## src/rtl/uart_tx_front.sv

```systemverilog
// uart_tx_front: 8N1/8N2 UART transmitter with valid/ready byte input.
// Every output is a flop; the bit timer reloads to N-1 at each state change.
module uart_tx_front #(
    parameter int p_baud_rate = 115200,
    parameter int p_clk_freq  = 1000000,
    parameter int p_stop_bits = 1
) (
    input  logic       clk,
    input  logic       rst_n,
    output logic       uart_tx,
    input  logic [7:0] data_tx,
    input  logic       tx_valid,
    output logic       tx_ready
);
    localparam logic [11:0] div   = 12'(p_clk_freq / p_baud_rate - 1);
    localparam logic [3:0]  IDLE  = 4'd0;
    localparam logic [3:0]  START = 4'd1;
    localparam logic [3:0]  BIT6  = 4'd8;
    localparam logic [3:0]  STOP1 = 4'd10;
    localparam logic [3:0]  STOP2 = 4'd11;
    localparam logic [3:0]  last  = (p_stop_bits == 2) ? STOP2 : STOP1;

    logic [3:0]  state;
    logic [11:0] cnt;
    logic [7:0]  shreg;

    // BIT0..BIT7 are encoded consecutively so the FSM simply counts up
    always_ff @(posedge clk or negedge rst_n) begin
        if (!rst_n) begin
            state    <= IDLE;
            cnt      <= '0;
            shreg    <= '0;
            uart_tx  <= 1'b1;
            tx_ready <= 1'b1;
        end else if (state == IDLE) begin
            uart_tx  <= 1'b1;
            tx_ready <= 1'b1;
            if (tx_valid && tx_ready) begin
                shreg    <= data_tx;
                state    <= START;
                uart_tx  <= 1'b0;
                tx_ready <= 1'b0;
                cnt      <= div;
            end
        end else if (state > last) begin
            state    <= IDLE;
            cnt      <= '0;
            uart_tx  <= 1'b1;
            tx_ready <= 1'b1;
        end else if (cnt != '0) begin
            cnt <= cnt - 12'd1;
        end else begin
            state    <= (state == last) ? IDLE : state + 4'd1;
            cnt      <= (state == last) ? 12'd0 : div;
            uart_tx  <= (state >= START && state <= BIT6) ? shreg[0] : 1'b1;
            shreg    <= shreg >> 1;
            tx_ready <= (state == last);
        end
    end
endmodule

```

## config.mk

```make
export PLATFORM = sky130hd
export DESIGN_NAME = uart_tx_front
export DESIGN_NICKNAME = d
export VERILOG_FILES = /design/src/rtl/uart_tx_front.sv
export SDC_FILE = /design/constraint.sdc
export NUM_CORES = 1
export LEC_CHECK = 0
export ABC_AREA = 1
export BUFFER_PORTS_ARGS = -buffer_cell sky130_fd_sc_hd__buf_4
export CORE_ASPECT_RATIO = 1.4
export CORE_MARGIN = 2
export CORE_UTILIZATION = 34
export DETAILED_ROUTE_END_ITERATION = 7
export REMOVE_ABC_BUFFERS = 1
export SYNTH_ARGS = -nofsm -noshare
export SYNTH_HDL_FRONTEND = slang
export SYNTH_SLANG_ARGS = --single-unit
```

## constraint.sdc

```tcl
create_clock -name clk -period 1.7 [get_ports clk]
set_clock_uncertainty 0.15 [all_clocks]
set_input_delay 0.17 -clock clk [delete_from_list [all_inputs] [get_ports clk]]
set_output_delay 0.17 -clock clk [all_outputs]
set_load 0.005 [all_outputs]
```

Yosys cells after proc, flatten, opt, wreduce, memory -nomap -nowiden
Cells that the tools add are included.
{"block": "classes", "n_div": 0, "multipliers": 0, "n_reduce_logical": 6, "n_bitwise": 0, "n_lt_le_gt_ge": 3, "n_shift": 0, "eq_ne": 5, "n_addsub": 2, "muxes": 22}
{"op": "$mux W12", "count": 4}
{"op": "$mux W8", "count": 4}
{"op": "$mux W4", "count": 5}
{"op": "$reduce_bool A12 Y1", "count": 1}
{"op": "$sub A12 B1 Y12 const B", "count": 1}
{"op": "$mux W1", "count": 8}
{"op": "$add A4 B1 Y4 const B", "count": 1}
{"op": "$eq A4 B4 Y1 const B", "count": 1}
{"op": "$ge A4 B1 Y1 const B", "count": 1}
{"op": "$gt A4 B4 Y1 const B", "count": 1}
{"op": "$le A4 B4 Y1 const B", "count": 1}
{"op": "$logic_not A4 Y1", "count": 1}
{"op": "$ne A2 B2 Y1 const B", "count": 2}
{"op": "$mux W3", "count": 1}
{"op": "$ne A3 B3 Y1 const B", "count": 1}
{"op": "$reduce_and A3 Y1", "count": 1}
{"op": "$logic_and A1 B1 Y1", "count": 2}
{"op": "$ne A2 B1 Y1 const B", "count": 1}
{"op": "$reduce_and A2 Y1", "count": 1}
{"block": "totals", "n_memories": 0, "romBits": 0, "wordCells": 43, "regBits": 26, "latch_bits": 0, "in_bits": 11, "ram_bits": 0}

Depth between registers and ports, before layout
Gate-level depths: netlist of the first run.
{"block": "logic_depth", "depth_word": 6, "mapped_depth": 9, "mapped_depth_nobuf": 9}

Worst setup path before layout of the first run
No wires, ideal clock.
{"block": "synth_timing", "path_kind": "reg-to-reg", "from": "register tx_ready", "to": "register cnt[6]", "path_stages_with_launch": 7, "n_path_buf": 1, "slack_ns": 0.223, "arrival_time_ns": 1.209, "required_time_ns": 1.431, "path_cell_list": "dfstp_2 > nand2_1 > nand3_2 > buf_4 > nand3_1 > xor2_1 > nor2_2"}
{"block": "synth_between", "elab_chain_len": 2}
{"element": "start: declaration", "line_no": "13", "text": "output logic tx_ready"}
{"element": "start signal: assignment", "line_no": "57", "text": "tx_ready <= (state == last);"}
{"element": "$logic_and A1 B1 Y1", "line_no": "38", "text": "if (tx_valid && tx_ready) begin"}
{"element": "$ne A2 B1 Y1 (no line)"}
{"element": "end signal: assignment", "line_no": "43", "text": "cnt <= div;"}
{"element": "end signal: assignment", "line_no": "51", "text": "cnt <= cnt - 12'd1;"}
{"element": "end signal: assignment", "line_no": "54", "text": "cnt <= (state == last) ? 12'd0 : div;"}
{"element": "end: declaration", "line_no": "24", "text": "logic [11:0] cnt;"}
No other way between the ends.
A chain may end at the register's enable or synchronous reset.

Worst setup path in the final report of the first run
{"block": "layout_timing", "from": "register cnt[0]", "to": "register cnt[6]"}
{"block": "layout_between", "elab_chain_len": 4, "elab_cells_between_ends": 5, "cone_classes": "add/sub (1); mux (3); reduce/logical (1)"}
{"element": "$sub A12 B1 Y12 or $reduce_bool A12 Y1 (tied branches)", "line_no": "51, 50"}
{"element": "$mux W12 *", "line_no": "50", "text": "end else if (cnt != '0) begin"}
{"element": "$mux W12 *", "line_no": "45", "text": "end else if (state > last) begin"}
{"element": "$mux W12 *", "line_no": "35", "text": "end else if (state == IDLE) begin"}
Mark *: on every way between the ends. The rest lies on a longest branch, timed or not.

==> flow_metrics.env, run 1 <==
export IMPL_status="completed"
export IMPL_ys_async_sr_fraction=1.000
export IMPL_setup_viol=0
export IMPL_antenna_found_initial=0
export IMPL_post_synth_cell_area_avg_um2=7.222
export IMPL_cts_htree_levels=1
export IMPL_end_kind="register"
export IMPL_critPathMaxStageDelay_ns=0.40
export IMPL_rows=29
export IMPL_r2r_end="cnt[6]$_DFFE_PN0P_"
export IMPL_instances_no_fill=304
export IMPL_wl_per_cell_um=10.88
export IMPL_core_mm2=0.004499
export IMPL_synth_common_cells="nand2_1 (90), dfrtp_1 (24), inv_1 (18), nand3_1 (18), nor2_1 (17)"
export IMPL_io_pins=13
export IMPL_min_path_type="primary input to register"
export IMPL_fin_nets=256
export IMPL_antenna_cells=0
export IMPL_wl_met3_um=63
export IMPL_track_usage=0.1411
export IMPL_timing_hold_violations_final=0
export IMPL_synth_compound_area_frac=0.03481
export IMPL_worst_slew_pin_slew_ns=0.3402
export IMPL_ant_nets=0
export IMPL_path_class="register to register"
export IMPL_port_buffer_count=12
export IMPL_p_leak_nw=1.002
export IMPL_slew_viol_final=0
export IMPL_synth_seq_cells=26
export IMPL_dieArea_mm2=0.005221
export IMPL_worstPathRequired_ns=1.72
export IMPL_synth_area_mm2=0.001582
export IMPL_dp_slack_ns=0.09357
export IMPL_cts_root_buf="clkbuf_8"
export IMPL_cp_num_buf_inv=2
export IMPL_worstSkewPairLatency_ns=0.27
export IMPL_synth_top_family_by_area="simple AND/OR/NAND/NOR gates"
export IMPL_clk_pin_slew_ns=0.10
export IMPL_clock_path_buffers=2
export IMPL_fin_setup_tns_ns=0
export IMPL_ys_types=28
export IMPL_drc=0
export IMPL_r2r_slack_ns=0.12
export IMPL_path_cells="inv_1, ha_1, nand2_1, nor2_1, nand2_2, nand2_8, nand2_4, inv_4, nor2_2"
export IMPL_cts_tree="built"
export IMPL_synth_mux_area_fraction=0
export IMPL_synth_adder_area_share=0.01582
export IMPL_cts_buffers=3
export IMPL_gr_total_overflow=0
export IMPL_synth_area_leader_cell="dfrtp_1"
export IMPL_drive_gt1_frac=0.2107
export IMPL_placed_cells=297
export IMPL_synthCells=219
export IMPL_top_layer_used="met4"
export IMPL_cts_sinks=26
export IMPL_dp_hpwl_um=2496
export IMPL_wl_um=3307
export IMPL_synthSimpleGateAreaFrac=0.4335
export IMPL_ys_warn_count=0
export IMPL_initial_core_util=0.3515
export IMPL_slowest_stage="dfrtp_1"
export IMPL_syn_to_final_growth_pct=18.59
export IMPL_ir_worst_vdd_mv=0.8617
export IMPL_synth_main_ff_cell="dfrtp_1"
export IMPL_vias=1342
export IMPL_period_share=0.9310
export IMPL_max_freq_mhz=631.9
export IMPL_synth_top_area_share=0.3797
export IMPL_seq_area_frac_synth=0.4130
export IMPL_firstDrtPassIters=4
export IMPL_maxCapViolCount=0
export IMPL_whs_ns=0.02785
export IMPL_synth_xor_area_frac=0.03323
export IMPL_hold_path_depth=5
export IMPL_grt_pass1_wl_um=5651
export IMPL_fillers=488
export IMPL_grt_max_degree=27
export IMPL_drt_iter0_markers=16
export IMPL_drt_vias_per_instance=4.414
export IMPL_slew_headroom=0.7732
export IMPL_crit_cells=9
export IMPL_period_needed_ns=1.583
export IMPL_reg2reg_from="cnt[0]$_DFFE_PN0P_"
export IMPL_grt_pass1_vias=1296
export IMPL_post_synth_main_area_contributors="dfrtp_1 (38%), nand2_1 (21%), nand3_1 (5.7%)"
export IMPL_min_delay_start="data_tx[6]"
export IMPL_crit_start="cnt[0]$_DFFE_PN0P_"
export IMPL_reg2regPathDepth=9
export IMPL_synth_edf_count=0
export IMPL_dieWidth_um=61.64
export IMPL_rsz0062_at_grt="false"
export IMPL_timing_final_ws_setup_ns=0.1174
export IMPL_die_h_um=84.70
export IMPL_critPathCapture="cnt[6]$_DFFE_PN0P_"
export IMPL_critical_path_arrival_ns=1.61
export IMPL_gp_congestion=0.8585
export IMPL_cp_max_fo=9
export IMPL_dr_wl_met2_um=1659
export IMPL_crit_family="simple AND/OR/NAND/NOR gates"
export IMPL_cellPowerDensity_mw_per_mm2=1882
export IMPL_synth_most_common_cell="nand2_1"
export IMPL_drt_met1_wl_um=1542
export IMPL_startpoint_type="register"
-- worst min-delay path, stage by stage --
cell and delay (ns):
buf_4 0.08, nand2_1 0.04, nand2_1 0.05, nand2_1 0.04, nand2_1 0.04
-- logic make-up after synthesis --
family	after synthesis
XOR/XNOR	6
adder cells (fa/ha/maj)	2
buffers and inverters	25
flip-flops	26
AND/OR/NAND/NOR	149
AO/OA/AOI/OAI	11
-- how the worst min path moves through the flow --
stage | to | slack [ns]
after floorplan | cnt[0]$_DFFE_PN0P_ | -0.28
after global routing | shreg[6]$_DFFE_PN0P_ | 0.06
after global placement | cnt[3]$_DFFE_PN0P_ | -0.04
final | shreg[6]$_DFFE_PN0P_ | 0.03
after CTS | shreg[6]$_DFFE_PN0P_ | 0.03
after detailed placement | cnt[3]$_DFFE_PN0P_ | -0.05
-- per-layer routing --
metal / track usage / up-vias
li1: - / 725
met1: 0.1839 / 597
met2: 0.2373 / 18
met3: 0.01387 / 2
met4: 0.04642 / 0
met5: 0 / -
-- registers in the layout, summed over array words and instances (netlist names) --
signal    count
tx_ready      1
state         4
cnt          12
uart_tx       1
shreg         8
-- metrics by stage --
step                      power, W    util  area, um2
after floorplan           0.002541       -       1563
after global placement    0.003105  0.3974       1788
after detailed placement  0.003125  0.3974       1788
after CTS                 0.003549  0.4141       1863
after global routing      0.003921  0.4169       1876
final                     0.003531  0.4169       1876
-- cell type report --
type / instances / area (um2) / share of cell area
multi-input combinational: 168 / 823.3 / 0.4390
sequential: 26 / 653.1 / 0.3482
timing repair buffer: 21 / 175.2 / 0.09340
inverter: 23 / 91.34 / 0.04870
tap: 62 / 77.57 / 0.04136
clock buffer: 4 / 55.05 / 0.02935
-- power breakdown --
part	internal, W	total (W)	switching (W)
combinational	0.000781	0.00200	0.00122
clock	0.000207	0.000411	0.000203
sequential	0.000907	0.00112	0.000212
total	0.00190	0.00353	0.00164
-- what timing repair did --
action,CTS,global route
hold buffers,2,0
endpoints found under the hold margin,27,0
setup buffers,0,1
resized for setup,0,2
endpoints found under the setup margin,0,9
-- placed cells by master (no fill, tap or decap), drive strengths merged --
| cell type | Yosys | routed |
|---|---|---|
| nand2 | 97 | 97 |
| dlygate4sd3 | 0 | 2 |
| a21oi | 2 | 2 |
| nand4 | 1 | 1 |
| dfrtp | 24 | 24 |
| clkbuf | 0 | 4 |
| inv | 23 | 23 |
| ha | 2 | 2 |
| nand3 | 20 | 20 |
| nor3b | 1 | 1 |
| nor2 | 25 | 25 |
| nor3 | 3 | 3 |
| o21ai | 9 | 9 |
| xor2 | 5 | 5 |
| xnor2 | 1 | 1 |
| buf | 2 | 19 |
| or2 | 2 | 2 |
| dfstp | 2 | 2 |
No activity file was read; power rests on OpenSTA's default activity.
==> run 2: changes to the inputs <==
ABC_AREA = unset   (was 1)
CORE_ASPECT_RATIO = unset   (was 1.4)
==> run 2 against run 1 <==
The flow now finishes with violations (negative setup slack). Wire length is 56% higher. Register-to-register slack worse by 0.43 ns. Sequential share of layout area decreased by 10 points. Utilization up 18 points. Critical path depth shrank 1. Die area down 0.74%. Synthesized cell count decreased by 24%. Synthesized area is 0.63% lower. Total power decreased by 70%.
==> flow_metrics.env, run 2 <==
export IMPL_switching_share=0.2146
export IMPL_cp_max_fo=8
export IMPL_cts_tree="built"
export IMPL_wl_um=5168
export IMPL_cts_root_buf="clkbuf_8"
export IMPL_synth_most_common_cell="nand2_1"
export IMPL_synth_common_cells="nand2_1 (31), dfrtp_1 (24), o21ai_0 (10)"
export IMPL_min_path_type="primary input to register"
export IMPL_path_class="register to register"
export IMPL_worstPathRequired_ns=1.72
export IMPL_fin_setup_tns_ns=-4.936
export IMPL_rows=24
export IMPL_drc=0
export IMPL_io_pins=13
export IMPL_timing_final_ws_setup_ns=-0.3140
export IMPL_ys_async_sr_fraction=1.000
export IMPL_worst_slew_pin_slew_ns=0.4563
export IMPL_dieArea_mm2=0.005182
export IMPL_seq_area_um2=653.1
export IMPL_port_buffer_count=12
export IMPL_whs_ns=0.05818
export IMPL_die_h_um=71.99
export IMPL_drt_vias_per_instance=5.514
export IMPL_dp_hpwl_um=2945
export IMPL_seq_power_share=0.576
export IMPL_placed_area_mm2=0.001994
export IMPL_drt_iter0_markers=77
export IMPL_cts_htree_levels=1
export IMPL_firstDrtPassIters=4
export IMPL_gr_total_overflow=0
export IMPL_worstSkewPairLatency_ns=0.27
export IMPL_multiInputGateArea_mm2=0.001151
export IMPL_grt_pass1_wl_um=7790
export IMPL_synth_edf_count=0
export IMPL_setup_viol=26
export IMPL_slew_headroom=0.6938
export IMPL_ys_warn_count=0
export IMPL_post_synth_main_area_contributors="dfrtp_1 (38%), nand2_1 (7.4%), mux2_2 (5.0%)"
export IMPL_synthCells=167
export IMPL_slew_viol_final=0
export IMPL_cts_sinks=26
export IMPL_cp_num_buf_inv=3
export IMPL_p_sw_w=0.0002303
export IMPL_rsz0062_at_grt="true"
export IMPL_core_mm2=0.004414
export IMPL_cellPowerDensity_mw_per_mm2=405.9
export IMPL_internal_power_w=0.0008433
export IMPL_p_comb_frac=0.032
export IMPL_dieWidth_um=71.99
export IMPL_synth_area_mm2=0.001572
export IMPL_timing_hold_violations_final=0
export IMPL_synth_seq_cells=26
export IMPL_post_synth_cell_area_avg_um2=9.410
export IMPL_wl_per_cell_um=17.70
export IMPL_largest_register="cnt"
export IMPL_ant_nets=0
export IMPL_antenna_cells=0
export IMPL_path_cells="inv_2, ha_4, nor3b_2, buf_4, nand3_4, o22ai_4, buf_12, mux2_4"
export IMPL_largest_register_ffs=12
export IMPL_period_share=1.185
export IMPL_maxCapViolCount=0
export IMPL_seq_area_frac_synth=0.4156
export IMPL_violations="negative setup slack"
export IMPL_slowest_stage="dfrtp_1"
export IMPL_crit_family="buffers and inverters"
export IMPL_track_usage=0.1895
export IMPL_antenna_found_initial=0
export IMPL_drive_gt1_frac=0.5708
export IMPL_synth_area_leader_cell="dfrtp_1"
export IMPL_cts_buffers=3
export IMPL_synth_top_area_share=0.3822
export IMPL_fillers=343
export IMPL_vias=1610
export IMPL_clkPwrFrac=0.392
export IMPL_end_kind="register"
export IMPL_status="complete, but fails checks"
export IMPL_final_area_mm2=0.002645
export IMPL_clock_path_buffers=2
export IMPL_biggestRegsByFlops="cnt x12, shreg x8, state x4"
export IMPL_ir_worst_vdd_mv=0.3142
export IMPL_critPathMaxStageDelay_ns=0.41
export IMPL_layout_commonest_cell="buf_4"
export IMPL_ys_types=44
export IMPL_period_needed_ns=2.014
export IMPL_grt_max_degree=27
export IMPL_synth_main_ff_cell="dfrtp_1"
export IMPL_initial_core_util=0.3560
export IMPL_gp_congestion=0.8673
export IMPL_fin_nets=254
export IMPL_p_leak_nw=1.131
export IMPL_final_cell_mix="buf_4 (56), nand2_1 (26), dfrtp_1 (24)"
export IMPL_startpoint_type="register"
export IMPL_syn_to_final_growth_pct=68.31
export IMPL_clk_pin_slew_ns=0.10
export IMPL_critical_path_arrival_ns=2.03
export IMPL_grt_pass1_vias=1604
export IMPL_max_freq_mhz=496.5
run 2: cell count changes after synthesis, sizes merged, moves of 4 or more:
cell,previous run,this run
nor2,25,4
nand3,20,8
buf,2,7
o22ai,0,4
mux2,0,7
a31oi,0,8
a21oi,2,6
xor2,5,0
inv,23,6
nand2,97,31
or3,0,4
nor4,0,4
run 2: worst paths after layout:
kind	slack (ns)	cells past startpoint	endpoint	startpoint
worst min-delay path	0.06	4	shreg[1]$_DFFE_PN0P_	data_tx[1]
worst max-delay path	-0.31	8	shreg[6]$_DFFE_PN0P_	cnt[0]$_DFFE_PN0P_
min in group asynchronous	0.19	2	cnt[3]$_DFFE_PN0P_	rst_n
max in group asynchronous	0.90	2	tx_ready$_DFFE_PN1P_	rst_n
worst min register to register	0.38	1	shreg[3]$_DFFE_PN0P_	shreg[3]$_DFFE_PN0P_
worst max register to register	-0.31	8	shreg[6]$_DFFE_PN0P_	cnt[0]$_DFFE_PN0P_
run 2: layer usage:
layer	global-route usage	part of all wire
met5	0	0
met2	0.3313	0.53
met4	0.05870	0.030
met3	0.02500	0.024
met1	0.2438	0.41
run 2: stage by stage:
stage          power [W]  std cells  utilization  worst slack, ns
2_1_floorplan  0.0006306        158            -           -1.092
3_3_place_gp   0.0006611        265       0.4518          -0.1973
3_5_place_dp   0.0006615        265       0.4518          -0.2635
4_1_cts         0.001075        286       0.5394          -0.1820
5_1_grt         0.001116        292       0.5992          -0.3593
6_report        0.001074        292       0.5992          -0.3140
run 2: tightest hold or removal path: stages:
cell and delay [ns]:
buf_4 0.08, nand2_1 0.04, nand2_1 0.05, mux2_4 0.13
run 2: cell type report:
cell class | count | share of cell area
Clock buffer | 4 | 0.02081
Multi-Input combinational cell | 126 | 0.4352
Timing Repair Buffer | 78 | 0.2640
Tap cell | 52 | 0.02460
Sequential cell | 26 | 0.2469
Inverter | 6 | 0.008515
run 2: cell families (layout without fill, tap and decap cells):
logic type               after synthesis  count (layout)  share of synthesized area
buffers and inverters                 15              88                    0.04936
AO/OA/AOI/OAI                         42              42                     0.1887
adder cells (fa/ha/maj)                3               3                    0.02229
XOR/XNOR                               3               3                    0.01672
multiplexers                           7               7                    0.05016
flip-flops                            26              26                     0.4156
AND/OR/NAND/NOR                       71              71                     0.2572
run 2: timing repair:
item	in CTS	in global routing
resized for setup	40	48
hold endpoints to repair	27	0
buffers inserted	14	7
gates cloned	1	0
endpoints found under the setup margin	26	26
hold buffers	2	0
pin swaps	10	19
run 2: power by group through the flow:
stage | clock network (W) | logic (W) | registers, W
final | 0.000421 | 0.0000342 | 0.000618
after global routing | 0.000458 | 0.0000389 | 0.000618
after CTS | 0.000421 | 0.0000351 | 0.000618
after detailed placement | 0 | 0.0000313 | 0.000630
after global placement | 0 | 0.0000308 | 0.000630
after floorplan | 0 | 0.000000212 | 0.000630
